### src/rtl/fetch_unit.sv
// Instruction fetch stage: single-entry fetch buffer, direct-mapped BTB with 2-bit
// counters, and redirect handling that drains an in-flight memory request.
module fetch_unit #(
    parameter logic [31:0] BOOT_PC     = 32'h0000_1000,
    parameter int unsigned BTB_ENTRIES = 8
) (
    input  logic        clk_i,
    input  logic        rsn_i,
    input  logic        stall_core_i,
    input  logic        redirect_i,
    input  logic [31:0] redirect_pc_i,
    input  logic        bp_update_i,
    input  logic [31:0] bp_update_pc_i,
    input  logic [31:0] bp_update_target_i,
    input  logic        bp_update_taken_i,
    output logic        imem_req_o,
    output logic [31:0] imem_addr_o,
    input  logic        imem_ack_i,
    input  logic [31:0] imem_data_i,
    input  logic        imem_err_i,
    output logic [31:0] fetch_instr_o,
    output logic [31:0] fetch_pc_o,
    output logic [31:0] fetch_pred_pc_o,
    output logic        fetch_prediction_o,
    output logic        fetch_taken_o,
    output logic        fetch_misaligned_instr_exc_o,
    output logic        fetch_instr_fault_exc_o,
    output logic        stall_fetch_o
);
    localparam int IDX_W = $clog2(BTB_ENTRIES);
    localparam int TAG_W = 30 - IDX_W;

    typedef enum logic [1:0] {FETCH, VALID, FLUSH} state_e;

    state_e      state_q, state_d;
    logic [31:0] pc_q, pc_d;
    logic [31:0] flush_addr_q, flush_addr_d;
    logic [31:0] instr_q, instr_d;
    logic [31:0] bpc_q, bpc_d;
    logic [31:0] pred_pc_q, pred_pc_d;
    logic        prediction_q, prediction_d;
    logic        taken_q, taken_d;
    logic        mis_q, mis_d;
    logic        fault_q, fault_d;

    logic             btb_valid_q  [BTB_ENTRIES];
    logic             btb_valid_d  [BTB_ENTRIES];
    logic [TAG_W-1:0] btb_tag_q    [BTB_ENTRIES];
    logic [TAG_W-1:0] btb_tag_d    [BTB_ENTRIES];
    logic [31:0]      btb_target_q [BTB_ENTRIES];
    logic [31:0]      btb_target_d [BTB_ENTRIES];
    logic [1:0]       btb_ctr_q    [BTB_ENTRIES];
    logic [1:0]       btb_ctr_d    [BTB_ENTRIES];

    // Lookup reads the registered table, so a same-cycle update is not visible yet.
    logic [IDX_W-1:0] lk_idx;
    logic             lk_hit, lk_taken;
    logic [31:0]      pc_plus4, lk_pred;
    logic             misaligned;

    assign lk_idx     = pc_q[IDX_W+1:2];
    assign lk_hit     = btb_valid_q[lk_idx] && (btb_tag_q[lk_idx] == pc_q[31:IDX_W+2]);
    assign lk_taken   = lk_hit && btb_ctr_q[lk_idx][1];
    assign pc_plus4   = pc_q + 32'd4;
    assign lk_pred    = lk_taken ? btb_target_q[lk_idx] : pc_plus4;
    assign misaligned = (pc_q[1:0] != 2'b00);

    logic [IDX_W-1:0] upd_idx;
    logic [TAG_W-1:0] upd_tag;
    logic             upd_hit;
    logic [1:0]       upd_cur, upd_ctr;
    logic             unused_bits;

    assign upd_idx     = bp_update_pc_i[IDX_W+1:2];
    assign upd_tag     = bp_update_pc_i[31:IDX_W+2];
    assign upd_hit     = btb_valid_q[upd_idx] && (btb_tag_q[upd_idx] == upd_tag);
    assign upd_cur     = btb_ctr_q[upd_idx];
    assign unused_bits = ^bp_update_pc_i[1:0];

    always_comb begin
        upd_ctr = bp_update_taken_i ? 2'b10 : 2'b01;
        if (upd_hit) begin
            if (bp_update_taken_i) upd_ctr = (upd_cur == 2'b11) ? 2'b11 : upd_cur + 2'd1;
            else                   upd_ctr = (upd_cur == 2'b00) ? 2'b00 : upd_cur - 2'd1;
        end
    end

    always_comb begin
        for (int i = 0; i < BTB_ENTRIES; i++) begin
            btb_valid_d[i]  = btb_valid_q[i];
            btb_tag_d[i]    = btb_tag_q[i];
            btb_target_d[i] = btb_target_q[i];
            btb_ctr_d[i]    = btb_ctr_q[i];
        end
        if (bp_update_i) begin
            btb_valid_d[upd_idx]  = 1'b1;
            btb_tag_d[upd_idx]    = upd_tag;
            btb_target_d[upd_idx] = bp_update_target_i;
            btb_ctr_d[upd_idx]    = upd_ctr;
        end
    end

    always_ff @(posedge clk_i or negedge rsn_i) begin
        if (!rsn_i) begin
            for (int i = 0; i < BTB_ENTRIES; i++) begin
                btb_valid_q[i]  <= 1'b0;
                btb_tag_q[i]    <= '0;
                btb_target_q[i] <= '0;
                btb_ctr_q[i]    <= 2'b01;
            end
        end else begin
            for (int i = 0; i < BTB_ENTRIES; i++) begin
                btb_valid_q[i]  <= btb_valid_d[i];
                btb_tag_q[i]    <= btb_tag_d[i];
                btb_target_q[i] <= btb_target_d[i];
                btb_ctr_q[i]    <= btb_ctr_d[i];
            end
        end
    end

    always_comb begin
        state_d       = state_q;
        pc_d          = pc_q;
        flush_addr_d  = flush_addr_q;
        instr_d       = instr_q;
        bpc_d         = bpc_q;
        pred_pc_d     = pred_pc_q;
        prediction_d  = prediction_q;
        taken_d       = taken_q;
        mis_d         = mis_q;
        fault_d       = fault_q;
        imem_req_o    = 1'b0;
        imem_addr_o   = pc_q;
        stall_fetch_o = 1'b1;

        case (state_q)
            FETCH: begin
                imem_req_o = !misaligned;
                if (redirect_i) begin
                    pc_d = redirect_pc_i;
                    // An unanswered request must be drained before the new PC goes out.
                    if (!misaligned && !imem_ack_i) begin
                        state_d      = FLUSH;
                        flush_addr_d = pc_q;
                    end
                end else if (misaligned) begin
                    instr_d      = '0;
                    bpc_d        = pc_q;
                    pred_pc_d    = pc_plus4;
                    prediction_d = 1'b0;
                    taken_d      = 1'b0;
                    mis_d        = 1'b1;
                    fault_d      = 1'b0;
                    state_d      = VALID;
                end else if (imem_ack_i) begin
                    instr_d      = imem_err_i ? 32'd0 : imem_data_i;
                    bpc_d        = pc_q;
                    pred_pc_d    = lk_pred;
                    prediction_d = lk_hit;
                    taken_d      = lk_taken;
                    mis_d        = 1'b0;
                    fault_d      = imem_err_i;
                    state_d      = VALID;
                end
            end
            VALID: begin
                stall_fetch_o = 1'b0;
                if (redirect_i) begin
                    pc_d    = redirect_pc_i;
                    state_d = FETCH;
                end else if (!stall_core_i) begin
                    pc_d    = pred_pc_q;
                    state_d = FETCH;
                end
            end
            FLUSH: begin
                imem_req_o  = 1'b1;
                imem_addr_o = flush_addr_q;
                if (redirect_i) pc_d = redirect_pc_i;
                if (imem_ack_i) state_d = FETCH;
            end
            default: state_d = FETCH;
        endcase

        if (redirect_i) begin
            instr_d      = '0;
            bpc_d        = '0;
            pred_pc_d    = '0;
            prediction_d = 1'b0;
            taken_d      = 1'b0;
            mis_d        = 1'b0;
            fault_d      = 1'b0;
        end
    end

    always_ff @(posedge clk_i or negedge rsn_i) begin
        if (!rsn_i) begin
            state_q      <= FETCH;
            pc_q         <= BOOT_PC;
            flush_addr_q <= '0;
            instr_q      <= '0;
            bpc_q        <= '0;
            pred_pc_q    <= '0;
            prediction_q <= 1'b0;
            taken_q      <= 1'b0;
            mis_q        <= 1'b0;
            fault_q      <= 1'b0;
        end else begin
            state_q      <= state_d;
            pc_q         <= pc_d;
            flush_addr_q <= flush_addr_d;
            instr_q      <= instr_d;
            bpc_q        <= bpc_d;
            pred_pc_q    <= pred_pc_d;
            prediction_q <= prediction_d;
            taken_q      <= taken_d;
            mis_q        <= mis_d;
            fault_q      <= fault_d;
        end
    end

    assign fetch_instr_o                = instr_q;
    assign fetch_pc_o                   = bpc_q;
    assign fetch_pred_pc_o              = pred_pc_q;
    assign fetch_prediction_o           = prediction_q;
    assign fetch_taken_o                = taken_q;
    assign fetch_misaligned_instr_exc_o = mis_q;
    assign fetch_instr_fault_exc_o      = fault_q;
endmodule

### config.mk
export PLATFORM = sky130hd
export DESIGN_NAME = fetch_unit
export DESIGN_NICKNAME = d
export VERILOG_FILES = /design/src/rtl/fetch_unit.sv
export SDC_FILE = /design/constraint.sdc
export NUM_CORES = 1
export LEC_CHECK = 0
export CAP_MARGIN = 5
export CORE_MARGIN = 4
export CORE_UTILIZATION = 50
export DETAILED_ROUTE_END_ITERATION = 16
export DONT_BUFFER_PORTS = 1
export MAX_ROUTING_LAYER = met4
export SLEW_MARGIN = 40
export SYNTH_ARGS = -nofsm -noshare
export SYNTH_HDL_FRONTEND = slang
export SYNTH_SLANG_ARGS = --single-unit
export TNS_END_PERCENT = 5
### constraint.sdc
create_clock -name clk_i -period 9.05 [get_ports clk_i]
set_clock_uncertainty 0.2 [all_clocks]
set_input_delay 0.905 -clock clk_i [delete_from_list [all_inputs] [get_ports clk_i]]
set_output_delay 0.905 -clock clk_i [all_outputs]
set_load 0.01 [all_outputs]
After elaboration in Yosys (flattened, before gate mapping)
Index checks and enable logic that the tools add are counted.

operators by class
  bitwise logic cells = 3
  reductions and logical operators = 18
  $add $sub $neg = 3
  equality and inequality tests = 10
  $lt $le $gt $ge = 3
  multiplexer cells = 82

operators with widths
  operator                 count
  $mux W32                 21
  $bwmux W256              1
  $bwmux W216              1
  $bmux W27 S3             2
  $mux W27                 5
  $bmux W32 S3             1
  $demux W32 S3            1
  $demux W27 S3            1
  $pmux W32 S2             1
  $eq A27 B27 Y1           2
  $mux W2                  17
  $add A32 B3 Y32 const B  1
  $mux W1                  22
  $bwmux W16               1
  $bmux W2 S3              2
  $ge A4 B4 Y1 const B     2
  $not A3 Y4               2
  $or A8 B8 Y8             1
  $bmux W1 S3              2
  $demux W2 S3             1
  $ne A3 B3 Y1 const B     2
  $pmux W2 S3              1
  $reduce_and A3 Y1        2
  $reduce_bool A2 Y1       3
  other kinds (17)         24

word-level totals
  word-level logic and storage cells = 161
  register bits after elaboration = 662
  output and inout port bits = 134
  input port bits = 136

Longest topological paths before layout
  depth in word-level cells = 12
  depth in mapped cells = 14
  mapped depth without buffers = 9

Worst setup path after synthesis
Ideal clock, no wire load.

  kind = input to register
  from = input bp_update_pc_i[2]
  to = register btb_ctr_q[1] in the netlist's numbering
  required time = 8.711 ns
  stages on the path = 11
  slack = 5.513 ns
  arrival time = 3.198 ns
  setup time = 0.139 ns
  path buffers = 4
  cells stage by stage = buf_2 buf_2 buf_4 buf_2 mux2i_1 xor2_1 nand4_1 nor4_4 a41oi_1 o22ai_2 o21ai_0

on the way
  longest elaborated chain between the ends = 9
  elaborated cells between the ends (all ways) = 26
  classes of those cells = 2 x add/sub; 2 x order compare; 2 x eq/ne; 16 x mux; 1 x bitwise; 3 x reduce/logical

ends and longest elaborated chain
  what                                        RTL line    text
  start: declaration                          13          input logic [31:0] bp_update_pc_i,
  $not A3 Y4 (implied by the code) *          76, 77, 99
  $bmux W2 S3                                 77          assign upd_cur = btb_ctr_q[upd_idx];
  $mux W2 (implied by the code) (2 in a row)  77
  $sub A2 B1 Y2 (tied with other cells)       84          else upd_ctr = (upd_cur == 2'b00) ? 2'b00 : upd_cur - 2'd1;
  $mux W2, on equally long branches           84, 83
  $mux W2                                     83          if (bp_update_taken_i) upd_ctr = (upd_cur == 2'b11) ? 2'b11 : upd_cur + 2'd1;
  $mux W2                                     82          if (upd_hit) begin
  $bwmux W16 *                                99          btb_ctr_d[upd_idx] = upd_ctr;
  end signal: indexed assignment              116         btb_ctr_q[i] <= btb_ctr_d[i];
  end: declaration                            52          logic [1:0] btb_ctr_q [BTB_ENTRIES];

Mark *: on every way between the ends. The rest lies on a longest branch, timed or not. The select of a mux whose other input is x is not followed.
A chain may end at the register's enable or synchronous reset.

Worst setup path after layout
  from = register pc_q[2]
  to = register pred_pc_q[4], in the netlist fetch_pred_pc_o[4]

on the way
  longest elaborated chain between the ends = 12
  elaborated cells between the ends (all ways) = 22
  classes of those cells = 1 x add/sub; 1 x eq/ne; 17 x mux; 1 x bitwise; 2 x reduce/logical

ends and longest elaborated chain
  what                                         RTL line    text
  start: declaration                           36          logic [31:0] pc_q, pc_d;
  start signal: assignment                     210         pc_q <= pc_d;
  $not A3 Y4 (implied by the code)             62, 63, 65
  $bmux W27 S3                                 62          assign lk_hit = btb_valid_q[lk_idx] && (btb_tag_q[lk_idx] == pc_q[31:IDX_W+2]);
  $mux W27 (implied by the code) (2 in a row)  62
  $eq A27 B27 Y1                               62
  $logic_and A1 B1 Y1                          62
  $logic_and A1 B1 Y1                          63          assign lk_taken = lk_hit && btb_ctr_q[lk_idx][1];
  $mux W32                                     65          assign lk_pred = lk_taken ? btb_target_q[lk_idx] : pc_plus4;
  $mux W32                                     155         end else if (imem_ack_i) begin
  $mux W32 *                                   146         end else if (misaligned) begin
  $mux W32 *                                   136         case (state_q)
  $mux W32 *                                   185         if (redirect_i) begin
  end signal: assignment                       214         pred_pc_q <= pred_pc_d;
  end: declaration                             40          logic [31:0] pred_pc_q, pred_pc_d;

Marked as above.

==> results.py <==
metrics = {
    "worst_setup_path": {
        "rrSetupSlack_ns": 4.55,
        "cp.arrival_ns": 4.80,
        "start_kind": "flop",
        "crit_type": "reg -> reg",
        "end_kind": "flop",
        "path_max_fanout": 35,
        "critPathRequiredTime_ns": 9.36,
    },
    "timing": {
        "setup_tns_ns": 0,
        "rsz0062_at_grt": "false",
        "layout_setup_ws_ns": 4.55,
        "finalHoldViolations": 0,
        "relSlewSlack": 0.277,
        "slew_violations": 0,
        "worst_pin_slew_ns": 1.08,
        "setup_viol": 0,
        "fin_crit_sh": 0.497,
        "fin_crit_ns": 4.50,
        "fmax_mhz": 222,
    },
    "min_path": {
        "hp-class": "in -> async",
    },
    "yosys": {
        "syn_nets": 3040,
        "yosysTopAreaCell": "dfrtp_1",
        "ys_ff_latch": 662,
        "synth_compound_area_frac": 0.0511,
        "synth_top_area_frac": 0.500,
        "syn_inst": 2903,
        "synth_mux_area_frac": 0.254,
        "syn_area_per_cell_um2": 11.3,
        "synth_edf_count": 0,
        "synth.distinct_cells": 59,
        "synth_warnings": 0,
        "async_flop_share": 1.00,
        "synth-simple-area-share": 0.137,
        "synthAdderAreaFrac": 0.000383,
        "synthTopCellsByArea": "dfrtp_1, mux2_2, nand2_1, mux4_2, mux2i_1",
        "synth_top_family_by_area": "multiplexers",
        "yosysSeqAreaShare": 0.507,
        "synth_xor_area_frac": 0.0164,
        "ys.flop_type": "dfrtp_1",
        "synth_area_mm2": 0.0327,
    },
    "placed_design": {
        "pre_cts_ws_ns": 4.55,
        "gp_congestion": 0.861,
        "place.detailed.hpwl_um": 58300,
        "port-buffer-count": 0,
    },
    "cts": {
        "clock_path_buffers": 3,
        "worstSkewPairLatency_ns": 0.64,
        "cts_root_buffer": "clkbuf_16",
        "post_cts_resized": 0,
        "cts_sinks": 662,
        "htree_levels": 3,
        "clkTransAtPathRegs_ns": 0.07,
        "cts_buffers": 74,
        "cts_tree": "built",
    },
    "power": {
        "ir_drop_mv": 0.152,
        "p_leak_nw": 16.3,
        "power_density_mw_per_mm2": 262,
    },
    "finish": {
        "fin_nets": 2918,
        "n_fill_cell": 5443,
        "multi_input_area_mm2": 0.0151,
        "final_util": 0.554,
        "seq_area_mm2": 0.0166,
        "post_route_cells_drive_above_1_share": 0.227,
        "diodes": 0,
        "final_cell_mix": "nand2_1, dfrtp_1, mux2_2, mux2i_1, mux4_2",
        "final_common_cell": "nand2_1",
        "syn2layout_area_growth_pct": 9.53,
    },
    "drt": {
        "drc": 0,
        "drtIter0Drc": 2195,
        "drt_first_pass_iters": 5,
        "vias": 22500,
        "drt-total-wl_um": 98000,
        "ant_nets": 0,
        "routedWlPerCell_um": 26.5,
        "vias_per_cell": 6.10,
    },
    "run_status": {
        "status": "completed",
    },
    "global_route": {
        "grt_pass1_vias": 22700,
        "grt_overflow": 0,
        "antenna_found_initial": 0,
        "grt_usage": 0.285,
        "grt_pass1_wl_um": 148000,
        "grt_max_degree": 663,
    },
    "floorplan": {
        "die_w_um": 264,
        "core_mm2": 0.0646,
        "io_pins": 270,
        "die_area_mm2": 0.0695,
        "die_height_um": 264,
        "start_util": 0.506,
        "std_cell_rows": 93,
    },
    "flow_run": {
        "cap_violations": 0,
    },
}
[logic make-up after synthesis]
kind of cell    count (synthesis)
compound gates                236
xor+xnor                       61
fa+ha+maj                       1
buf+inv                       251
flops                         662
mux                           620
simple gates                 1072
[worst max-delay path: stages, from the launching register on]
cell and delay [ns]:
dfrtp_4 0.79, buf_4 0.67, mux4_2 0.60, mux2i_1 0.34, xor2_1 0.29, nand4_1 0.14, nor4_2 0.42, and4_1 0.49
mux2i_1 0.28, a211oi_2 0.09
[repair_timing]
item / CTS / global route
hold endpoints to repair: 653 / 2
buffers inserted: 0 / 0
endpoints found under the setup margin: 0 / 0
[cells in the mapped netlist, types with 10 or more instances]
cell type	instances
a22oi_1	38
buf_2	32
nor3b_1	14
dfrtp_1	653
nand2_1	868
o21ai_0	55
and2_1	11
a21oi_1	41
buf_1	26
a311o_1	14
and3_1	10
mux4_2	139
buf_4	10
xor2_1	38
nand2b_1	13
mux2_2	295
nor3_1	24
mux2i_1	186
a22o_1	34
nand4_1	18
clkbuf_1	167
xnor2_1	23
nand3b_1	18
nor2_1	29
nand3_1	32
[registers in the layout, summed over array words and instances (netlist names)]
register / count
flush_addr_q: 32
btb_valid_q: 8
btb_ctr_q: 16
btb_tag_q: 216
fetch_instr_fault_exc_o: 1
fetch_misaligned_instr_exc_o: 1
fetch_pc_o: 32
fetch_instr_o: 32
fetch_pred_pc_o: 32
btb_target_q: 256
fetch_taken_o: 1
state_q: 2
fetch_prediction_o: 1
pc_q: 32
[area by class of cell]
type | instances | area share
clock buffer | 118 | 0.0628
inverter | 8 | 0.000839
multi-input combinational | 1990 | 0.423
sequential | 662 | 0.464
timing repair buffer | 45 | 0.0137
tap | 855 | 0.0299
clock inverter | 16 | 0.00636
[layer usage]
layer,share of wire,global-route usage,vias to the layer above
met5,0,-,-
met4,0.034,0.0959,0
met3,0.078,0.0550,207
met2,0.46,0.431,884
met1,0.42,0.392,11600
li1,-,-,9865
[path summary, 6_finish.rpt]
| path | from | to | cells past startpoint |
|---|---|---|---|
| max in group asynchronous | rsn_i | btb_target_q[20] | 3 |
| min reg2reg | btb_target_q[177] | btb_target_q[177] | 2 |
| min in group clk_i | redirect_i | fetch_pc_o[27] | 1 |
| max reg2reg | pc_q[2] | fetch_pred_pc_o[4] | 9 |
| min | rsn_i | btb_tag_q[95] | 1 |
| max | pc_q[2] | fetch_pred_pc_o[4] | 9 |
[through the flow]
| stage | hold WS, ns | cell area [um^2] | power [mW] | std cells |
|---|---|---|---|---|
| 6_report | 0.102 | 35800 | 9.38 | 3694 |
| 5_1_grt | 0.127 | 35800 | 9.82 | 3694 |
| 4_1_cts | -0.209 | 35600 | 9.36 | 3688 |
| 3_5_place_dp | 0.257 | 33200 | 6.31 | 3554 |
| 3_3_place_gp | 0.252 | 33100 | 6.22 | 3553 |
| 2_1_floorplan | 0.240 | 32700 | 5.62 | 2903 |
[power breakdown]
part	total (mW)	internal [mW]	switching, mW
sequential	4.13	3.57	0.554
clock	3.03	1.77	1.26
combinational	2.23	1.05	1.17
total	9.38	6.40	2.99
No activity file was read; power rests on OpenSTA's default activity.
